File: src/rtl/mc_ctrl.sv
// mc_ctrl: multi-cycle MIPS control unit.
// Moore FSM sequencing fetch/decode/execute/memory/writeback with memory-ready stalls.
module mc_ctrl #(
    parameter int ALUOP_W     = 3,
    parameter bit ENABLE_JUMP = 1'b1,
    parameter bit MEM_WAIT    = 1'b1
) (
    input  logic               clk,
    input  logic               rst,
    input  logic [5:0]         opcode,
    input  logic               mem_ready,
    output logic               ctrlPCWrite,
    output logic               ctrlPCWriteCond,
    output logic               ctrlIorD,
    output logic               ctrlMemRead,
    output logic               ctrlMemWrite,
    output logic               ctrlIRWrite,
    output logic [1:0]         ctrlMemToReg,
    output logic [1:0]         ctrlRegDst,
    output logic               ctrlRegWrite,
    output logic               ctrlALUSrcA,
    output logic [1:0]         ctrlALUSrcB,
    output logic [ALUOP_W-1:0] ctrlALUOp,
    output logic [1:0]         ctrlPCSource,
    output logic               ctrlImmExtend,
    output logic               illegal_op,
    output logic [3:0]         state_out
);

    localparam logic [3:0] S_FETCH   = 4'd0;
    localparam logic [3:0] S_DECODE  = 4'd1;
    localparam logic [3:0] S_MEMADR  = 4'd2;
    localparam logic [3:0] S_MEMRD   = 4'd3;
    localparam logic [3:0] S_MEMWB   = 4'd4;
    localparam logic [3:0] S_MEMWR   = 4'd5;
    localparam logic [3:0] S_EXEC    = 4'd6;
    localparam logic [3:0] S_ALUWB   = 4'd7;
    localparam logic [3:0] S_BRANCH  = 4'd8;
    localparam logic [3:0] S_IEXEC   = 4'd9;
    localparam logic [3:0] S_IWB     = 4'd10;
    localparam logic [3:0] S_JUMP    = 4'd11;
    localparam logic [3:0] S_ILLEGAL = 4'd12;

    localparam logic [5:0] OP_RTYPE = 6'h00;
    localparam logic [5:0] OP_J     = 6'h02;
    localparam logic [5:0] OP_BEQ   = 6'h04;
    localparam logic [5:0] OP_ADDI  = 6'h08;
    localparam logic [5:0] OP_ANDI  = 6'h0C;
    localparam logic [5:0] OP_ORI   = 6'h0D;
    localparam logic [5:0] OP_LW    = 6'h23;
    localparam logic [5:0] OP_SW    = 6'h2B;

    localparam logic [2:0] ALU_ADD   = 3'd0;
    localparam logic [2:0] ALU_SUB   = 3'd1;
    localparam logic [2:0] ALU_FUNCT = 3'd2;
    localparam logic [2:0] ALU_AND   = 3'd3;
    localparam logic [2:0] ALU_OR    = 3'd4;

    // ALU class codes are 3 bits wide; ALUOP_W must be at least 3.
    function automatic logic [ALUOP_W-1:0] alu_code(input logic [2:0] code);
        logic [ALUOP_W-1:0] ext;
        ext      = '0;
        ext[2:0] = code;
        return ext;
    endfunction

    function automatic logic is_logical_imm(input logic [5:0] op);
        return (op == OP_ANDI) || (op == OP_ORI);
    endfunction

    logic [3:0]         state_r;
    logic [3:0]         state_nxt_s;
    logic               ready_s;

    logic               pc_write_s;
    logic               pc_write_cond_s;
    logic               iord_s;
    logic               mem_read_s;
    logic               mem_write_s;
    logic               ir_write_s;
    logic [1:0]         mem_to_reg_s;
    logic [1:0]         reg_dst_s;
    logic               reg_write_s;
    logic               alu_src_a_s;
    logic [1:0]         alu_src_b_s;
    logic [ALUOP_W-1:0] alu_op_s;
    logic [1:0]         pc_source_s;
    logic               imm_extend_s;
    logic               illegal_s;

    assign ready_s = MEM_WAIT ? mem_ready : 1'b1;

    // State register; reset wins over any stall in progress.
    always_ff @(posedge clk) begin
        if (rst) begin
            state_r <= S_FETCH;
        end else begin
            state_r <= state_nxt_s;
        end
    end

    // Next-state selection from current state, opcode and memory handshake.
    always_comb begin
        state_nxt_s = S_FETCH;
        case (state_r)
            S_FETCH: begin
                if (ready_s) begin
                    state_nxt_s = S_DECODE;
                end else begin
                    state_nxt_s = S_FETCH;
                end
            end
            S_DECODE: begin
                case (opcode)
                    OP_RTYPE:                  state_nxt_s = S_EXEC;
                    OP_LW, OP_SW:              state_nxt_s = S_MEMADR;
                    OP_BEQ:                    state_nxt_s = S_BRANCH;
                    OP_ADDI, OP_ANDI, OP_ORI:  state_nxt_s = S_IEXEC;
                    OP_J: begin
                        if (ENABLE_JUMP) begin
                            state_nxt_s = S_JUMP;
                        end else begin
                            state_nxt_s = S_ILLEGAL;
                        end
                    end
                    default:                   state_nxt_s = S_ILLEGAL;
                endcase
            end
            S_MEMADR: begin
                if (opcode == OP_SW) begin
                    state_nxt_s = S_MEMWR;
                end else begin
                    state_nxt_s = S_MEMRD;
                end
            end
            S_MEMRD: begin
                if (ready_s) begin
                    state_nxt_s = S_MEMWB;
                end else begin
                    state_nxt_s = S_MEMRD;
                end
            end
            S_MEMWR: begin
                if (ready_s) begin
                    state_nxt_s = S_FETCH;
                end else begin
                    state_nxt_s = S_MEMWR;
                end
            end
            S_EXEC:    state_nxt_s = S_ALUWB;
            S_IEXEC:   state_nxt_s = S_IWB;
            S_MEMWB, S_ALUWB, S_BRANCH, S_IWB, S_JUMP, S_ILLEGAL: state_nxt_s = S_FETCH;
            default:   state_nxt_s = S_FETCH;
        endcase
    end

    // Moore decode of the state register (FETCH also looks at the handshake).
    always_comb begin
        pc_write_s      = 1'b0;
        pc_write_cond_s = 1'b0;
        iord_s          = 1'b0;
        mem_read_s      = 1'b0;
        mem_write_s     = 1'b0;
        ir_write_s      = 1'b0;
        mem_to_reg_s    = 2'd0;
        reg_dst_s       = 2'd0;
        reg_write_s     = 1'b0;
        alu_src_a_s     = 1'b0;
        alu_src_b_s     = 2'd0;
        alu_op_s        = alu_code(ALU_ADD);
        pc_source_s     = 2'd0;
        imm_extend_s    = 1'b1;
        illegal_s       = 1'b0;
        case (state_r)
            S_FETCH: begin
                mem_read_s  = 1'b1;
                alu_src_b_s = 2'd1;
                ir_write_s  = ready_s;
                pc_write_s  = ready_s;
            end
            S_DECODE: begin
                alu_src_b_s = 2'd3;
            end
            S_MEMADR: begin
                alu_src_a_s = 1'b1;
                alu_src_b_s = 2'd2;
            end
            S_MEMRD: begin
                mem_read_s = 1'b1;
                iord_s     = 1'b1;
            end
            S_MEMWB: begin
                reg_write_s  = 1'b1;
                mem_to_reg_s = 2'd1;
            end
            S_MEMWR: begin
                mem_write_s = 1'b1;
                iord_s      = 1'b1;
            end
            S_EXEC: begin
                alu_src_a_s = 1'b1;
                alu_op_s    = alu_code(ALU_FUNCT);
            end
            S_ALUWB: begin
                reg_write_s = 1'b1;
                reg_dst_s   = 2'd1;
            end
            S_BRANCH: begin
                alu_src_a_s     = 1'b1;
                alu_op_s        = alu_code(ALU_SUB);
                pc_write_cond_s = 1'b1;
                pc_source_s     = 2'd1;
            end
            S_IEXEC: begin
                alu_src_a_s  = 1'b1;
                alu_src_b_s  = 2'd2;
                imm_extend_s = ~is_logical_imm(opcode);
                case (opcode)
                    OP_ANDI: alu_op_s = alu_code(ALU_AND);
                    OP_ORI:  alu_op_s = alu_code(ALU_OR);
                    default: alu_op_s = alu_code(ALU_ADD);
                endcase
            end
            S_IWB: begin
                reg_write_s  = 1'b1;
                imm_extend_s = ~is_logical_imm(opcode);
            end
            S_JUMP: begin
                pc_write_s  = 1'b1;
                pc_source_s = 2'd2;
            end
            S_ILLEGAL: begin
                illegal_s = 1'b1;
            end
            default: begin
                // Unused encodings: everything low, FSM recovers to FETCH.
                imm_extend_s = 1'b0;
            end
        endcase
    end

    // Output stage: reset forces every strobe low in the same cycle.
    always_comb begin
        if (rst) begin
            ctrlPCWrite     = 1'b0;
            ctrlPCWriteCond = 1'b0;
            ctrlIorD        = 1'b0;
            ctrlMemRead     = 1'b0;
            ctrlMemWrite    = 1'b0;
            ctrlIRWrite     = 1'b0;
            ctrlMemToReg    = 2'd0;
            ctrlRegDst      = 2'd0;
            ctrlRegWrite    = 1'b0;
            ctrlALUSrcA     = 1'b0;
            ctrlALUSrcB     = 2'd0;
            ctrlALUOp       = '0;
            ctrlPCSource    = 2'd0;
            ctrlImmExtend   = 1'b1;
            illegal_op      = 1'b0;
            state_out       = 4'd0;
        end else begin
            ctrlPCWrite     = pc_write_s;
            ctrlPCWriteCond = pc_write_cond_s;
            ctrlIorD        = iord_s;
            ctrlMemRead     = mem_read_s;
            ctrlMemWrite    = mem_write_s;
            ctrlIRWrite     = ir_write_s;
            ctrlMemToReg    = mem_to_reg_s;
            ctrlRegDst      = reg_dst_s;
            ctrlRegWrite    = reg_write_s;
            ctrlALUSrcA     = alu_src_a_s;
            ctrlALUSrcB     = alu_src_b_s;
            ctrlALUOp       = alu_op_s;
            ctrlPCSource    = pc_source_s;
            ctrlImmExtend   = imm_extend_s;
            illegal_op      = illegal_s;
            state_out       = state_r;
        end
    end

endmodule

File: config.mk
export PLATFORM = sky130hd
export DESIGN_NAME = mc_ctrl
export DESIGN_NICKNAME = d
export VERILOG_FILES = /design/src/rtl/mc_ctrl.sv
export SDC_FILE = /design/constraint.sdc
export NUM_CORES = 1
export LEC_CHECK = 0
export BUFFER_PORTS_ARGS = -buffer_cell sky130_fd_sc_hd__buf_2
export CELL_PAD_IN_SITES_DETAIL_PLACEMENT = 0
export CELL_PAD_IN_SITES_GLOBAL_PLACEMENT = 1
export CORE_UTILIZATION = 32
export CTS_BUF_LIST = sky130_fd_sc_hd__clkbuf_2
export DETAILED_ROUTE_END_ITERATION = 12
export GPL_ROUTABILITY_DRIVEN = 0
export HOLD_SLACK_MARGIN = 0.05
export PLACE_DENSITY_LB_ADDON = 0.1
export SLEW_MARGIN = 15
export SYNTH_ARGS = -nofsm -noshare
export SYNTH_HDL_FRONTEND = slang
export SYNTH_SLANG_ARGS = --single-unit
File: constraint.sdc
create_clock -name clk -period 2.7 [get_ports clk]
set_clock_uncertainty 0.15 [all_clocks]
set_input_delay 0.54 -clock clk [delete_from_list [all_inputs] [get_ports clk]]
set_output_delay 0.54 -clock clk [all_outputs]
set_load 0.05 [all_outputs]
After elaboration in Yosys (flattened, before gate mapping) --
Index checks and enable logic that the tools add are counted.
Word-level totals: output and inout port bits 25, flip-flop bits (word level) 4
Operators by class: bitwise gates (word level) 1, multiplexer cells 38, eq/ne operators 19, reduce and logical (&&, ||, !) cells 12
Operators by type and width (count):
- 4-bit case mux with 7 select lines | 1
- 1-bit 2-to-1 mux | 21
- 4-bit == test, second input constant | 5
- 4-bit case mux with 5 select lines | 1
- 6-bit by 4-bit == test with 1-bit output, second input constant | 3
- 4-bit by 3-bit == test with 1-bit output, second input constant | 4
- 6-bit == test, second input constant | 2
- 3-bit 2-to-1 mux | 4
- 11-bit OR reduction | 1
- 2-bit OR reduction | 5
- 3-bit case mux with 3 select lines | 1
- 4-bit by 2-bit == test with 1-bit output, second input constant | 2
- 2-bit 2-to-1 mux | 4
- 6-bit by 2-bit == test with 1-bit output, second input constant | 1
- 6-bit by 3-bit == test with 1-bit output, second input constant | 1
- 6-bit logical NOT | 1
- 2-bit case mux with 3 select lines | 1
- 3-bit case mux with 2 select lines | 1
- 3-bit OR reduction | 2
- 4-bit by 1-bit == test with 1-bit output, second input constant | 1
- 4-bit logical NOT | 1
- 4-bit 2-to-1 mux | 1
- 1-bit case mux with 2 select lines | 2
- 2-bit case mux with 2 select lines | 1
- other kinds (3) | 3

Longest topological paths before layout --
Gate-level depths: netlist (run 1).
word-level depth 5, mapped depth 6

Least setup slack after synthesis (run 1) --
No wires, ideal clock.
kind register -> output, start register state_r[2], end output port ctrlPCSource[0], data arrival time 2.710 ns, setup slack -0.700 ns, buffers on the path 3, cell stages (with the launch flop) 5, cells stage by stage dfxtp_1 > buf_2 > clkbuf_1 > nor4_1 > buf_4
On the way: word-level cells in the longest chain between the ends 3
Ends and longest elaborated chain:
- start, declared | line 71 | logic [3:0] state_r;
- start signal, assigned | line 98 | state_r <= state_nxt_s;
- 4-bit == test | line 174 | case (state_r)
- 2-bit case mux with 2 select lines * | line 174
- 2-bit 2-to-1 mux * | line 244 | if (rst) begin
- end, declared | line 24 | output logic [1:0] ctrlPCSource,
Mark *: on every way between the ends. The rest lies on a longest branch, timed or not.

Worst setup path after layout (run 1) --
start input port opcode[4], end output port ctrlALUOp[0]
On the way: word-level cells in the longest chain between the ends 4
Ends and longest elaborated chain:
- start, declared | line 10 | input logic [5:0] opcode,
- 6-bit by 4-bit == test with 1-bit output | line 218 | case (opcode)
- 3-bit case mux with 2 select lines * | line 218
- 3-bit case mux with 3 select lines * | line 174
- 3-bit 2-to-1 mux * | line 244
- end, declared | line 23 | output logic [ALUOP_W-1:0] ctrlALUOp,
Marked as above.

==> results.toml, run 1 <==
[detailed_routing]
routed.top_layer = "met3"
wl_met2_um = 921
vias_per_cell = 5.36
drtIter0Drc = 20
route.met3.wl_um = 111
wl_per_cell_um = 12.3
wl_um = 1930
drcViolationCount = 0
postRouteAntennaNets = 0
num_vias = 841
firstDrtPassIters = 4
met1Wirelength_um = 895

[logic_synthesis]
ys_warn_count = 0
async_flop_share_pct = 0
avgSynthCellArea_um2 = 6.39
synthFlopType = "dfxtp_1"
ys_types = 33
synth_cells = 101
ys_ff_latch = 4
syn-cell-area_um2 = 646
synth_edf_count = 0
yosysSeqAreaShare_pct = 12.4

[power_and_ir_drop]
p_comb_share_pct = 57.0
p_leak_nw = 0.431
p_int_mw = 0.145
power_density_nw_per_um2 = 345
sequentialPowerShare_pct = 25.0
vdd_drop_max_uv = 163
p_sw_mw = 0.155
power.share.clock_pct = 18.1
swShare_pct = 51.6
power_mw = 0.301

[timing]
fin_setup_tns_ns = 0
finalHoldViolations = 0
tightest_slew_ns = 0.500
slew_viol_final = 0
max_freq_ghz = 0.384
rsz0062_at_grt = "false"
timing.final.crit_share_pct = 96.4
fin_crit_ns = 2.60
slew_headroom_pct = 66.6
setup_viol = 0

[critical_path]
crit_top_cell = "buf_2"
critPathMaxStageDelay_ns = 0.34
worstPathArrival_ns = 1.91
worstPathRequired_ns = 2.01
critPathCaptureType = "primary output"
path_class = "input port to primary output"
cp_cell_sequence = "buf_2, and2b_1, nand3_2, or2_1, a2111oi_4, buf_2"
crit_path_top_delay_cell = "a2111oi_4"
r2r_start = "state_r[0]"
setup.worst_path.start = "opcode[4]"
critPathLaunchType = "input port"
worstPathMaxFanout = 5

[min_path]
min_from = "state_r[1]"
min_path_type = "register to register"

[floorplanning]
start_util_pct = 35.8
io_pins = 34
row_count = 15
dieArea_um2 = 2200
core-area_um2 = 1800
die_y_um = 46.9
die_x_um = 46.9

[placed_design]
place_hpwl_um = 1500
dp.cells = 154
placed_cell_area_um2 = 857
io_buffers = 31

[clock_network]
cts.clk_slew.worst_paths_ns = 0.05
postCtsSetupBuffers = 0
cts.path.max_buffers = 2
cts-root-buf = "clkbuf_2"
cts_hold_buffers = 0
clkSinkCount = 4
cts_made_buffers = 3
clk_latency_ns = 0.20
cts_tree = "yes"
cts_resized = 0
cts_max_level = 1

[outcome]
status = "finished, final reports clean"

[final_layout]
num-fill-cells = 210
final_area_um2 = 872
syn_to_final_growth_pct = 35.1
drive_gt1_share_pct = 35.6
largestRegisters = "state_r (4)"
layout.cells.non_filler = 157
largest-register = "state_r"
finalNetCount = 143
largest_reg_flops = 4
n_antenna_cell = 0

[global_route]
grt_overflow = 0
grt_pass1_vias = 664
grt_max_degree = 16
grt_usage_pct = 18.9
grt_pass1_wl_um = 2990
antenna_found_initial = 0

[flow_run]
cap_violations = 0
[synthesized netlist by cell type (2+ instances only)]
cell | n | area share, %
and3_1 | 5 | 4.8
a211oi_1 | 2 | 2.3
buf_4 | 3 | 3.5
nor2b_1 | 8 | 7.8
nand3_1 | 2 | 1.6
a22oi_1 | 2 | 2.3
or2_2 | 2 | 1.9
nor2_1 | 14 | 8.1
a31oi_1 | 2 | 1.9
o21ai_0 | 5 | 3.9
nand2b_1 | 8 | 7.8
clkbuf_1 | 2 | 1.2
inv_1 | 2 | 1.2
nor4_1 | 5 | 4.8
buf_2 | 4 | 3.1
nand2_1 | 4 | 2.3
nor4b_1 | 2 | 2.7
dfxtp_1 | 4 | 12
and2b_1 | 2 | 2.3
a21oi_1 | 6 | 4.7
nor3_1 | 5 | 3.9
[path summary, 6_finish.rpt]
check	to	slack, ns	cells after the start
setup / recovery	ctrlALUOp[0]	0.1	6
hold / removal	state_r[2]	0.54	3
setup reg to reg	state_r[1]	0.96	5
hold reg to reg	state_r[2]	0.54	3
[power groups by stage]
stage	registers, mW	logic (mW)	clock network (mW)
after global routing	0.0763	0.185	0.0595
final	0.0751	0.171	0.0543
after detailed placement	0.0763	0.171	0
after floorplan	0.0676	0.136	0
after CTS	0.0751	0.171	0.0568
after global placement	0.0763	0.171	0
[through the flow]
step	hold WS, ns	util (%)	setup WS [ns]
floorplan	0.462	-	-0.0853
global placement	0.531	47.6	0.117
detailed placement	0.541	47.6	0.0951
CTS	0.539	48.4	0.0944
global route	0.590	48.4	0.0152
finish	0.541	48.4	0.0974
[kinds of logic after synthesis]
kind of cell	count (synthesis)	share of synthesized area, %
AOI/OAI and AO/OA	21	21.3
muxes	1	1.55
xor gates and xnor gates	1	1.36
and+or+nand+nor	62	53.9
buffers and inverters	11	8.92
DFF	4	12.4
other	1	0.581
[routing by layer]
| layer | track usage, % | vias up |
|---|---|---|
| li1 | - | 419 |
| met1 | 25.2 | 385 |
| met2 | 31.7 | 37 |
| met3 | 0 | 0 |
| met4 | 9.14 | 0 |
| met5 | 0 | - |
[critical path, delay by kind of cell]
| kind | cells | cell delay [ns] |
|---|---|---|
| and+or+nand+nor | 3 | 0.60 |
| AOI/OAI and AO/OA | 1 | 0.34 |
| buffers and inverters | 2 | 0.43 |
[layout by cell type, fill, tap and decap left out, drive strengths merged, types with 2 or more instances in the layout]
cell type / instances
inv: 2
o21ai: 5
and2b: 2
a21oi: 6
nor3: 5
clkbuf: 3
nor2: 14
buf: 36
nor4b: 2
a211oi: 2
nand3: 3
nand2: 4
nor4: 5
nand2b: 8
nor2b: 8
or2: 3
a31oi: 2
a22oi: 2
conb: 2
dfxtp: 4
and3: 5
[cell type report]
type / count / area [um^2] / share of cell area [%]
clock buffers: 3 / 15.0 / 1.72
inverters: 2 / 7.51 / 0.861
multi-input cells: 87 / 546 / 62.6
flip-flops and latches: 4 / 80.1 / 9.18
well taps: 25 / 31.3 / 3.59
repair buffers: 36 / 193 / 22.1
Power figures use the tool's default switching activity.
==> run 2: changes to the inputs <==
--- a/config.mk
+++ b/config.mk
@@ -6,7 +6,7 @@
 export NUM_CORES = 1
 export LEC_CHECK = 0
 export BUFFER_PORTS_ARGS = -buffer_cell sky130_fd_sc_hd__buf_2
-export CELL_PAD_IN_SITES_DETAIL_PLACEMENT = 0
+export CELL_PAD_IN_SITES_DETAIL_PLACEMENT = 1
 export CELL_PAD_IN_SITES_GLOBAL_PLACEMENT = 1
 export CORE_UTILIZATION = 32
 export CTS_BUF_LIST = sky130_fd_sc_hd__clkbuf_2
==> results.toml, run 2 (same netlist as run 1, synthesis figures left out) <==
[clock_network]
cts_hold_buffers = 0
cts_made_buffers = 3
cts_max_level = 1
cts.path.max_buffers = 2
postCtsSetupBuffers = 0
cts.clk_slew.worst_paths_ns = 0.05
cts_tree = "yes"
cts-root-buf = "clkbuf_2"
clk_latency_ns = 0.22
clkSinkCount = 4

[final_layout]
final_common_cell = "buf_2"
n_antenna_cell = 0
syn_to_final_growth_pct = 35.3
register_area_um2 = 81.3
final_cell_mix = "buf_2 (31), nor2_1 (14), nand2b_1 (8)"
num-fill-cells = 270
largestRegisters = "state_r (4)"
multi_input_area_um2 = 546
drive_gt1_share_pct = 36.4
largest_reg_flops = 4
finalNetCount = 143
largest-register = "state_r"

[global_route]
grt_pass1_wl_um = 3480
antenna_found_initial = 0
grt_max_degree = 16
grt_usage_pct = 22.9
grt_overflow = 0
grt_pass1_vias = 778

[timing]
rsz0062_at_grt = "false"
finalHoldViolations = 0
slew_viol_final = 0
setup_viol = 0
timing.final.crit_share_pct = 96.6
fin_crit_ns = 2.61
max_freq_ghz = 0.383
setup_slack_ns = 0.0924

[detailed_routing]
drcViolationCount = 0
postRouteAntennaNets = 0
vias_per_cell = 5.36
num_vias = 842
firstDrtPassIters = 4
wl_per_cell_um = 14.0
drtIter0Drc = 22
wl_um = 2200

[power_and_ir_drop]
power_density_nw_per_um2 = 350
power_mw = 0.306
p_leak_nw = 0.431
vdd_drop_max_uv = 117

[critical_path]
setup.worst_path.start = "opcode[4]"
critPathLaunchType = "input port"
crit_top_cell = "buf_2"
r2r_start = "state_r[0]"
cp_cell_sequence = "buf_2, and2b_1, nand3_2, or2_1, a2111oi_4, buf_2"
cp_top_family = "simple AND/OR/NAND/NOR gates"
path_class = "input port to primary output"
critPathCaptureType = "primary output"
worstPathArrival_ns = 1.92
critPathMaxStageDelay_ns = 0.34
crit_path_top_delay_cell = "a2111oi_4"
path_buf_inv = 2
worstPathMaxFanout = 5
worstPathRequired_ns = 2.01

[placed_design]
detailedPlace.worstSlack_ns = 0.0874
place_hpwl_um = 1750
io_buffers = 31

[flow_run]
cap_violations = 0

[outcome]
status = "finished, final reports clean"

[floorplanning]
die_x_um = 46.9
row_count = 15
start_util_pct = 35.8
core-area_um2 = 1800
io_pins = 34
die_y_um = 46.9
dieArea_um2 = 2200

[min_path]
min_from = "state_r[1]"
min_path_type = "register to register"
[run 2: cell counts in the layout (fill, tap and decap cells not counted)]
No cell type changed its count.
[run 2: what timing repair did]
item                                    4_1_cts  5_1_grt
hold endpoints to repair                      0        0
endpoints found under the setup margin        0        1
gates resized for setup                       0        1
[run 2: layout make-up]
type / count / share of cell area, %
multi-input cells: 87 / 62.5
repair buffers: 36 / 22.1
flip-flops and latches: 4 / 9.31
well taps: 25 / 3.58
clock buffers: 3 / 1.72
inverters: 2 / 0.860
[run 2: metrics by stage]
step	util (%)	hold WS [ns]	setup TNS (ns)	instance area [um^2]	cells
floorplan	-	0.462	-0.122	683	102
global placement	47.6	0.531	0	857	154
detailed placement	47.6	0.547	0	857	154
CTS	48.4	0.547	0	872	157
global route	48.5	0.592	0	873	157
finish	48.5	0.541	0	873	157
[run 2: per-layer routing]
layer | vias to the layer above | share of wire, % | wire, um | global-route usage, %
li1 | 420 | - | - | -
met1 | 392 | 46 | 1000 | 28.1
met2 | 26 | 48 | 1060 | 38.3
met5 | - | 0 | 0 | 0
met3 | 4 | 3.8 | 84 | 2.31
met4 | 0 | 2.1 | 47 | 13.7
[run 2: final timing paths]
path                   to  slack, ns  depth (start not counted)
min reg2reg    state_r[2]       0.54                          3
max          ctrlALUOp[0]       0.09                          6
min            state_r[2]       0.54                          3
max reg2reg    state_r[1]       1.09                          5
[run 2: worst reg2reg max path, cell delays in order (launching register included)]
cell      delay, ns
dfxtp_2        0.48
nand2b_1       0.14
buf_4          0.18
nor2_1         0.18
a32oi_1        0.13
a211oi_1       0.25
[run 2: power breakdown]
group / switching, mW / internal, mW
logic: 0.122 / 0.0518
registers: 0.0113 / 0.0642
clock network: 0.0268 / 0.0299
total: 0.160 / 0.146
==> run 3: changes to the inputs <==
==> constraint.sdc (replaced) <==
create_clock -name clk -period 3.09 [get_ports clk]
set_clock_uncertainty 0.15 [all_clocks]
set_input_delay 0.618 -clock clk [delete_from_list [all_inputs] [get_ports clk]]
set_output_delay 0.618 -clock clk [all_outputs]
set_load 0.05 [all_outputs]
==> results.toml, run 3 (same netlist as run 1, synthesis figures left out) <==
[floorplanning]
start_util_pct = 35.8
row_count = 15
core-area_um2 = 1800
dieArea_um2 = 2200
io_pins = 34
die_x_um = 46.9
die_y_um = 46.9

[placed_design]
place_hpwl_um = 1650
io_buffers = 31
dp.cells = 151

[critical_path]
path_depth = 6
path_class = "input port to primary output"
worstPathRequired_ns = 2.32
worstPathArrival_ns = 1.99
critPathCaptureType = "primary output"
crit_path_top_delay_cell = "a2111oi_2"
r2r_cells = 4
worstPathMaxFanout = 5
path_buf_inv = 2
critPathMaxStageDelay_ns = 0.34
critPathLaunchType = "input port"
crit_top_cell = "buf_2"
cp_cell_sequence = "buf_2, and2b_1, nand3_2, or2_1, a2111oi_2, buf_2"
cp_top_family = "simple AND/OR/NAND/NOR gates"

[power_and_ir_drop]
p_leak_nw = 0.413
power_density_nw_per_um2 = 308
power_mw = 0.254
vdd_drop_max_uv = 186

[timing]
fin_setup_tns_ns = 0
timing.final.crit_share_pct = 89.3
max_freq_ghz = 0.362
slew_viol_final = 0
finalHoldViolations = 0
setup_viol = 0
tightest_slew_ns = 0.585
rsz0062_at_grt = "false"
slew_headroom_pct = 61.0
hold_slack_ns = 0.590
fin_crit_ns = 2.76

[detailed_routing]
firstDrtPassIters = 4
wl_um = 2090
num_vias = 817
wl_per_cell_um = 13.5
vias_per_cell = 5.31
drtIter0Drc = 14
postRouteAntennaNets = 0
drcViolationCount = 0

[global_route]
antenna_found_initial = 0
grt_pass1_vias = 714
grt_pass1_wl_um = 3220
grt_overflow = 0
grt_max_degree = 18
grt_usage_pct = 20.9

[clock_network]
cts-root-buf = "clkbuf_2"
cts_made_buffers = 3
cts_resized = 0
cts_hold_buffers = 0
cts.path.max_buffers = 2
postCtsSetupBuffers = 0
cts.clk_slew.worst_paths_ns = 0.04
cts_tree = "yes"
cts_max_level = 1
clkSinkCount = 4
clk_latency_ns = 0.20

[final_layout]
layout.cells.non_filler = 154
num-fill-cells = 276
finalNetCount = 140
drive_gt1_share_pct = 31.8
final_cell_mix = "buf_2 (31), nor2_1 (14), nor2b_1 (8), nand2b_1 (8), a21oi_1 (6)"
largestRegisters = "state_r (4)"
largest-register = "state_r"
final_common_cell = "buf_2"
largest_reg_flops = 4
n_antenna_cell = 0
syn_to_final_growth_pct = 27.3

[min_path]
whs_path_depth = 2
min_path_type = "register to register"

[flow_run]
cap_violations = 0

[outcome]
status = "finished, final reports clean"
run 3: cell types whose count changed in the layout (fill, tap and decap cells not counted), sizes merged:
cell,change
buf,-3
run 3: cell type report:
class	count	area (um^2)	area share, %
clock buffers	3	15.0	1.83
inverters	2	7.51	0.913
multi-input cells	87	518	63.0
flip-flops and latches	4	80.1	9.74
well taps	25	31.3	3.81
repair buffers	33	170	20.7
run 3: per-layer routing:
metal	vias to the layer above	track usage, %	share of wire [%]
met5	-	0	0
met4	0	8.57	0
met3	0	2.31	3.9
met2	23	36.9	50
met1	384	25.7	46
li1	410	-	-
run 3: worst reg2reg max path, cell delays in order (launching register included):
cell,delay [ns]
dfxtp_1,0.68
and2b_1,0.32
nor2_1,0.13
a211o_1,0.33
a31oi_1,0.14
run 3: power by group:
| part | total, mW | internal, mW | switching (mW) |
|---|---|---|---|
| Clock | 0.0438 | 0.0260 | 0.0178 |
| Sequential | 0.0701 | 0.0559 | 0.0142 |
| Combinational | 0.140 | 0.0411 | 0.0985 |
run 3: path summary, 6_finish.rpt:
kind | slack, ns | from | end
worst max-delay path | 0.33 | opcode[4] | ctrlALUOp[0]
worst min-delay path | 0.59 | state_r[1] | state_r[2]
worst max register to register | 1.27 | state_r[1] | state_r[2]
worst min register to register | 0.59 | state_r[1] | state_r[2]
run 3: stage by stage:
| stage | instance area [um^2] | utilization, % | setup WS, ns |
|---|---|---|---|
| global route | 822 | 45.6 | 0.263 |
| global placement | 807 | 44.8 | 0.376 |
| finish | 822 | 45.6 | 0.330 |
| CTS | 822 | 45.6 | 0.316 |
| floorplan | 656 | - | 0.00569 |
| detailed placement | 807 | 44.8 | 0.324 |
